--- src/rtl/palette_pixel_pipe.sv ---
// -----------------------------------------------------------------------------
// palette_pixel_pipe
//   Pipelined indexed-colour pixel renderer for the VGA output path.
//   Stage A turns (hcount, vcount) into a bitmap read address. The colour index
//   comes back from an external synchronous memory MEM_LATENCY cycles later. It
//   is mapped through a run-time writable palette in stage C. Display enable,
//   syncs and the "inside image" flag travel alongside in a delay line. This
//   keeps vga_r/g/b aligned with the timing signals, MEM_LATENCY+2 cycles
//   after the inputs.
//
// Ports
//   vga_clk                     pixel clock, all state on rising edge
//   reset                       asynchronous active-high reset
//   hcount, vcount              current pixel coordinates
//   de_in, hsync_in, vsync_in   timing generator outputs
//   mem_addr                    registered bitmap read address
//   mem_rdata                   colour index, MEM_LATENCY cycles after mem_addr
//   pal_we/pal_waddr/pal_wdata  palette write request (held until accepted)
//   pal_ready                   write accepted on an edge with pal_we && pal_ready
//   vga_r, vga_g, vga_b         registered colour channels
//   de_out, hsync_out, vsync_out delayed copies of the timing inputs
// -----------------------------------------------------------------------------
module palette_pixel_pipe #(
  parameter int          SCREEN_WIDTH  = 640,
  parameter int          SCREEN_HEIGHT = 480,
  parameter int          COLOR_DEPTH   = 8,
  parameter int          BPP           = 2,
  parameter int          IMG_WIDTH     = 320,
  parameter int          IMG_HEIGHT    = 240,
  parameter int          X0            = 0,
  parameter int          Y0            = 0,
  parameter int          SCALE_SHIFT   = 1,
  parameter int          MEM_LATENCY   = 1,
  parameter int          SAFE_WRITE    = 1,
  parameter logic [23:0] BORDER_COLOR  = 24'h000000,
  parameter int          ADDR_W        = $clog2(IMG_WIDTH * IMG_HEIGHT)
) (
  input  logic                     vga_clk,
  input  logic                     reset,
  input  logic [9:0]               hcount,
  input  logic [9:0]               vcount,
  input  logic                     de_in,
  input  logic                     hsync_in,
  input  logic                     vsync_in,
  output logic [ADDR_W-1:0]        mem_addr,
  input  logic [BPP-1:0]           mem_rdata,
  input  logic                     pal_we,
  input  logic [BPP-1:0]           pal_waddr,
  input  logic [3*COLOR_DEPTH-1:0] pal_wdata,
  output logic                     pal_ready,
  output logic [COLOR_DEPTH-1:0]   vga_r,
  output logic [COLOR_DEPTH-1:0]   vga_g,
  output logic [COLOR_DEPTH-1:0]   vga_b,
  output logic                     de_out,
  output logic                     hsync_out,
  output logic                     vsync_out
);

  localparam int PW    = 3 * COLOR_DEPTH;
  localparam int NPAL  = 1 << BPP;
  localparam int DLY   = MEM_LATENCY + 1;
  localparam int IMG_W = IMG_WIDTH << SCALE_SHIFT;   // image span on screen
  localparam int IMG_H = IMG_HEIGHT << SCALE_SHIFT;

  // Power-up palette contents; entries beyond the first four are black.
  function automatic logic [PW-1:0] pal_default(input int idx);
    logic [23:0] rgb24;
    case (idx)
      32'd0:   rgb24 = 24'hD9D9D9;
      32'd1:   rgb24 = 24'h000000;
      32'd2:   rgb24 = 24'h69923E;
      32'd3:   rgb24 = 24'hFFFFFF;
      default: rgb24 = 24'h000000;
    endcase
    return PW'(rgb24);
  endfunction

  // Stage A combinational terms
  logic signed [31:0] x_rel_d;
  logic signed [31:0] y_rel_d;
  logic [31:0]        ix_d;
  logic [31:0]        iy_d;
  logic               in_img_d;
  logic [ADDR_W-1:0]  mem_addr_d;

  // Pipeline registers
  logic [ADDR_W-1:0]  mem_addr_q;
  logic [DLY-1:0]     de_dl_q;
  logic [DLY-1:0]     img_dl_q;
  logic [DLY-1:0]     hs_dl_q;
  logic [DLY-1:0]     vs_dl_q;
  logic [PW-1:0]      rgb_d;
  logic [PW-1:0]      rgb_q;
  logic               de_q;
  logic               hs_q;
  logic               vs_q;

  // Palette storage
  logic [PW-1:0]      pal_q [NPAL];
  logic               pal_wr_s;

  // Stage A: image window test and linear bitmap address.
  always_comb begin
    x_rel_d  = $signed({22'd0, hcount}) - X0;
    y_rel_d  = $signed({22'd0, vcount}) - Y0;
    // Signed relative coordinates make "left of / above the image" negative.
    // Coordinates are also clipped to the active screen area.
    in_img_d = (x_rel_d >= 32'sd0) && (x_rel_d < IMG_W) &&
               (y_rel_d >= 32'sd0) && (y_rel_d < IMG_H) &&
               ($signed({22'd0, hcount}) < SCREEN_WIDTH) &&
               ($signed({22'd0, vcount}) < SCREEN_HEIGHT);
    ix_d     = 32'(x_rel_d) >> SCALE_SHIFT;
    iy_d     = 32'(y_rel_d) >> SCALE_SHIFT;
    if (in_img_d && de_in) begin
      mem_addr_d = ADDR_W'(iy_d * 32'(IMG_WIDTH) + ix_d);
    end else begin
      mem_addr_d = {ADDR_W{1'b0}};
    end
  end

  // Stage C: select blank, border or palette colour for the aligned pixel.
  always_comb begin
    rgb_d = {PW{1'b0}};
    if (!de_dl_q[DLY-1]) begin
      rgb_d = {PW{1'b0}};
    end else if (!img_dl_q[DLY-1]) begin
      rgb_d = PW'(BORDER_COLOR);
    end else begin
      rgb_d = pal_q[mem_rdata];
    end
  end

  // Writes are held off during the active area when SAFE_WRITE is set.
  assign pal_ready = (SAFE_WRITE != 0) ? ~de_in : 1'b1;
  assign pal_wr_s  = pal_we & pal_ready;

  // Address register, timing delay line and output registers.
  always_ff @(posedge vga_clk or posedge reset) begin
    if (reset) begin
      mem_addr_q <= {ADDR_W{1'b0}};
      de_dl_q    <= {DLY{1'b0}};
      img_dl_q   <= {DLY{1'b0}};
      hs_dl_q    <= {DLY{1'b0}};
      vs_dl_q    <= {DLY{1'b0}};
      rgb_q      <= {PW{1'b0}};
      de_q       <= 1'b0;
      hs_q       <= 1'b0;
      vs_q       <= 1'b0;
    end else begin
      mem_addr_q <= mem_addr_d;
      // Stage 0 is captured on the same edge as mem_addr. The last stage
      // lines up with mem_rdata.
      de_dl_q    <= {de_dl_q[DLY-2:0], de_in};
      img_dl_q   <= {img_dl_q[DLY-2:0], in_img_d};
      hs_dl_q    <= {hs_dl_q[DLY-2:0], hsync_in};
      vs_dl_q    <= {vs_dl_q[DLY-2:0], vsync_in};
      rgb_q      <= rgb_d;
      de_q       <= de_dl_q[DLY-1];
      hs_q       <= hs_dl_q[DLY-1];
      vs_q       <= vs_dl_q[DLY-1];
    end
  end

  // Palette: defaults on reset, one accepted write per edge.
  // A lookup on the write edge still sees the old entry.
  always_ff @(posedge vga_clk or posedge reset) begin
    if (reset) begin
      for (int i = 0; i < NPAL; i++) begin
        pal_q[i] <= pal_default(i);
      end
    end else begin
      if (pal_wr_s) begin
        pal_q[pal_waddr] <= pal_wdata;
      end else begin
        pal_q[pal_waddr] <= pal_q[pal_waddr];
      end
    end
  end

  assign mem_addr  = mem_addr_q;
  assign vga_r     = rgb_q[3*COLOR_DEPTH-1:2*COLOR_DEPTH];
  assign vga_g     = rgb_q[2*COLOR_DEPTH-1:COLOR_DEPTH];
  assign vga_b     = rgb_q[COLOR_DEPTH-1:0];
  assign de_out    = de_q;
  assign hsync_out = hs_q;
  assign vsync_out = vs_q;

endmodule
--- config.mk ---
export PLATFORM = sky130hd
export DESIGN_NAME = palette_pixel_pipe
export DESIGN_NICKNAME = d
export VERILOG_FILES = /design/src/rtl/palette_pixel_pipe.sv
export SDC_FILE = /design/constraint.sdc
export NUM_CORES = 1
export LEC_CHECK = 0
export BUFFER_PORTS_ARGS = -buffer_cell sky130_fd_sc_hd__buf_2
export CAP_MARGIN = 40
export CORE_UTILIZATION = 40
export CTS_CLUSTER_SIZE = 16
export DETAILED_ROUTE_END_ITERATION = 10
export PLACE_DENSITY_LB_ADDON = 0.1
export SKIP_LAST_GASP = 1
export SYNTH_ARGS = -nofsm -noshare
export SYNTH_HDL_FRONTEND = slang
export SYNTH_SLANG_ARGS = --single-unit
export TNS_END_PERCENT = 20
--- constraint.sdc ---
create_clock -name vga_clk -period 6.9 [get_ports vga_clk]
set_input_delay 0 -clock vga_clk [delete_from_list [all_inputs] [get_ports vga_clk]]
set_output_delay 0 -clock vga_clk [all_outputs]
set_load 0.005 [all_outputs]
==> flow_metrics.env <==
export IMPL_status="finished clean"
export IMPL_yosysTopAreaCellShare_pct=34.4
export IMPL_dr_first_iter_drc_count=183
export IMPL_synthFlopType="dfrtp_1"
export IMPL_syn_area_um2=7060
export IMPL_post_route_drc_count=0
export IMPL_fin_area_um2=8800
export IMPL_hold_violations=0
export IMPL_yosysTopAreaCell="dfrtp_1"
export IMPL_vias=4862
export IMPL_critPathKind="in2reg"
export IMPL_drt_wl_total_um=16400
export IMPL_tightest_slew_ns=0.850
export IMPL_grt_max_degree=97
export IMPL_power_mw=2.53
export IMPL_post_drt_wl_per_cell_um=17.6
export IMPL_antenna_found_initial=0
export IMPL_area_growth_synth_to_final_pct=24.6
export IMPL_drive_above_1_share_pct=36.8
export IMPL_grt_total_usage_pct=20.1
export IMPL_skew_ns=0.00783
export IMPL_power_density_nw_per_um2=288
export IMPL_cp_arrival_ns=2.60
export IMPL_cts_path_max_buffers=2
export IMPL_numClockSinks=148
export IMPL_synth_seq_cells=148
export IMPL_core_area_um2=17300
export IMPL_nets=767
export IMPL_synthArstFlopShare_pct=100
export IMPL_placementRows=48
export IMPL_critPathMaxFanout=5
export IMPL_die_h_um=135
export IMPL_syn_area_per_cell_um2=12.5
export IMPL_yosysWarnings=0
export IMPL_post_route_period_util_pct=33.4
export IMPL_netlist_instances=567
export IMPL_root_buffer="clkbuf_16"
export IMPL_cap_violations=0
export IMPL_rsz0062_at_grt="no"
export IMPL_clkTransAtPathRegs_ns=0.06
export IMPL_vias_per_cell=5.22
export IMPL_final_util_pct=50.9
export IMPL_die_area_um2=18200
export IMPL_place_congestion=0.741
export IMPL_slew_viol_final=0
export IMPL_period_needed_ns=2.30
export IMPL_setup_violations=0
export IMPL_seq_area_frac_synth_pct=53.3
export IMPL_clock_latency_ns=0.42
export IMPL_dpl_cell_area_um2=7850
export IMPL_cts_setup_buffers=0
export IMPL_cts_tree="yes"
export IMPL_grt_pass1_vias=5240
export IMPL_io_buffers=96
export IMPL_crit_required_ns=7.20
export IMPL_pin_count=99
export IMPL_hold_ws_ns=0.0196
export IMPL_die_w_um=135
export IMPL_dr_pass1_iters=4
export IMPL_synthTopCellsByArea="dfrtp_1 34%, dfstp_2 19%, mux4_2 15%, o21ai_0 4.5%, nand2_1 3.6%"
export IMPL_numCtsBuffers=17
export IMPL_synth_edff_count=0
export IMPL_synth_common_cells="97 x dfrtp_1, 67 x nand2_1, 63 x o21ai_0, 51 x dfstp_2, 48 x mux4_2"
export IMPL_antenna_left=0
export IMPL_max_slew_margin_pct=43.3
export IMPL_ir_drop_mv=0.168
export IMPL_setup_tns_ns=0
export IMPL_grt_pass1_wl_um=27400
export IMPL_htreeDepth=4
export IMPL_hp_class="in2reg"
export IMPL_yosysUniqueCellTypes=38
export IMPL_p_leak_nw=4.15
export IMPL_fmax_mhz=434
export IMPL_dp_hpwl_um=10500
export IMPL_syn_nets=640
export IMPL_synthMostInstantiatedCell="dfrtp_1"
export IMPL_critPathLaunchType="input port"
export IMPL_n_antenna_cell=0
export IMPL_gr_total_overflow=0
export IMPL_initial_core_util_pct=40.8
export IMPL_worst_setup_path_end_kind="flop"
[final cells by class]
class	count	area, um2
well taps	225	282
clock inverters	15	150
flip-flops and latches	148	3770
multi-input cells	375	3120
inverters	6	27.5
clock buffers	17	425
repair buffers	146	1030
fillers	1561	8490
[cells by family (layout without fill, tap and decap cells)]
| group | Yosys count | in the layout | share of synthesized area, % |
|---|---|---|---|
| xor gates and xnor gates | 5 | 5 | 0.620 |
| AOI/OAI and AO/OA | 111 | 111 | 8.79 |
| and+or+nand+nor | 154 | 154 | 10.3 |
| buffers and inverters | 44 | 184 | 2.50 |
| muxes | 86 | 86 | 20.9 |
| adders and majority gates | 19 | 19 | 3.58 |
| DFF | 148 | 148 | 53.3 |
[cell usage in the layout (no fill, tap or decap), types with 6 or more instances in the layout]
master / count
a21oi_1: 34
and2_1: 9
and3_1: 29
buf_2: 96
buf_4: 6
clkbuf_16: 17
clkinv_4: 6
dfrtp_1: 97
dfstp_2: 51
dlygate4sd3_1: 38
ha_1: 17
inv_6: 6
mux2_2: 13
mux2i_1: 25
mux4_2: 48
nand2_1: 67
nor2_1: 28
o21ai_0: 63
[registers in the layout, indices dropped and copies added, names as in the netlist]
name,flops
pal_q,96
rgb_q,24
mem_addr,17
de_dl_q,2
hs_dl_q,2
img_dl_q,2
vs_dl_q,2
de_out,1
hsync_out,1
vsync_out,1
[worst max-delay path: stages]
cell and delay, ns:
buf_2 0.13, ha_1 0.30, ha_1 0.22, fa_1 0.42, a211o_4 0.38, a2111oi_2 0.50, or4b_1 0.51, mux2i_1 0.13
[routing by layer]
| layer | GRT usage, % | routed length, um |
|---|---|---|
| met1 | 25.3 | 7110 |
| met2 | 35.4 | 8500 |
| met3 | 4.20 | 661 |
| met4 | 4.93 | 166 |
| met5 | 0 | 0 |
[power by group]
part | total (mW) | switching, mW | internal [mW]
logic | 0.480 | 0.219 | 0.261
registers | 1.16 | 0.0960 | 1.06
clock network | 0.899 | 0.392 | 0.507
[metrics by stage]
stage	std cells	setup slack, ns
2_1_floorplan	567	3.00
3_3_place_gp	856	3.99
3_5_place_dp	862	4.16
4_1_cts	932	4.61
5_1_grt	932	4.52
6_report	932	4.60
[path summary, 6_finish.rpt]
path,startpoint,end,slack [ns],cells after the start
min in group asynchronous,reset,vsync_out,0.28,3
max in group asynchronous,reset,rgb_q[12],5.38,4
max,vcount[2],mem_addr[16],4.60,8
min,vcount[2],mem_addr[7],0.02,3
max reg2reg,pal_q[81],pal_q[57],5.49,3
min reg2reg,hs_dl_q[0],hs_dl_q[1],0.36,0
[what timing repair did]
item	CTS	global route
endpoints found under the setup margin	0	0
hold buffers	38	0
resized for setup	0	0
endpoints found under the hold margin	156	0
No activity file was read; power rests on OpenSTA's default activity.
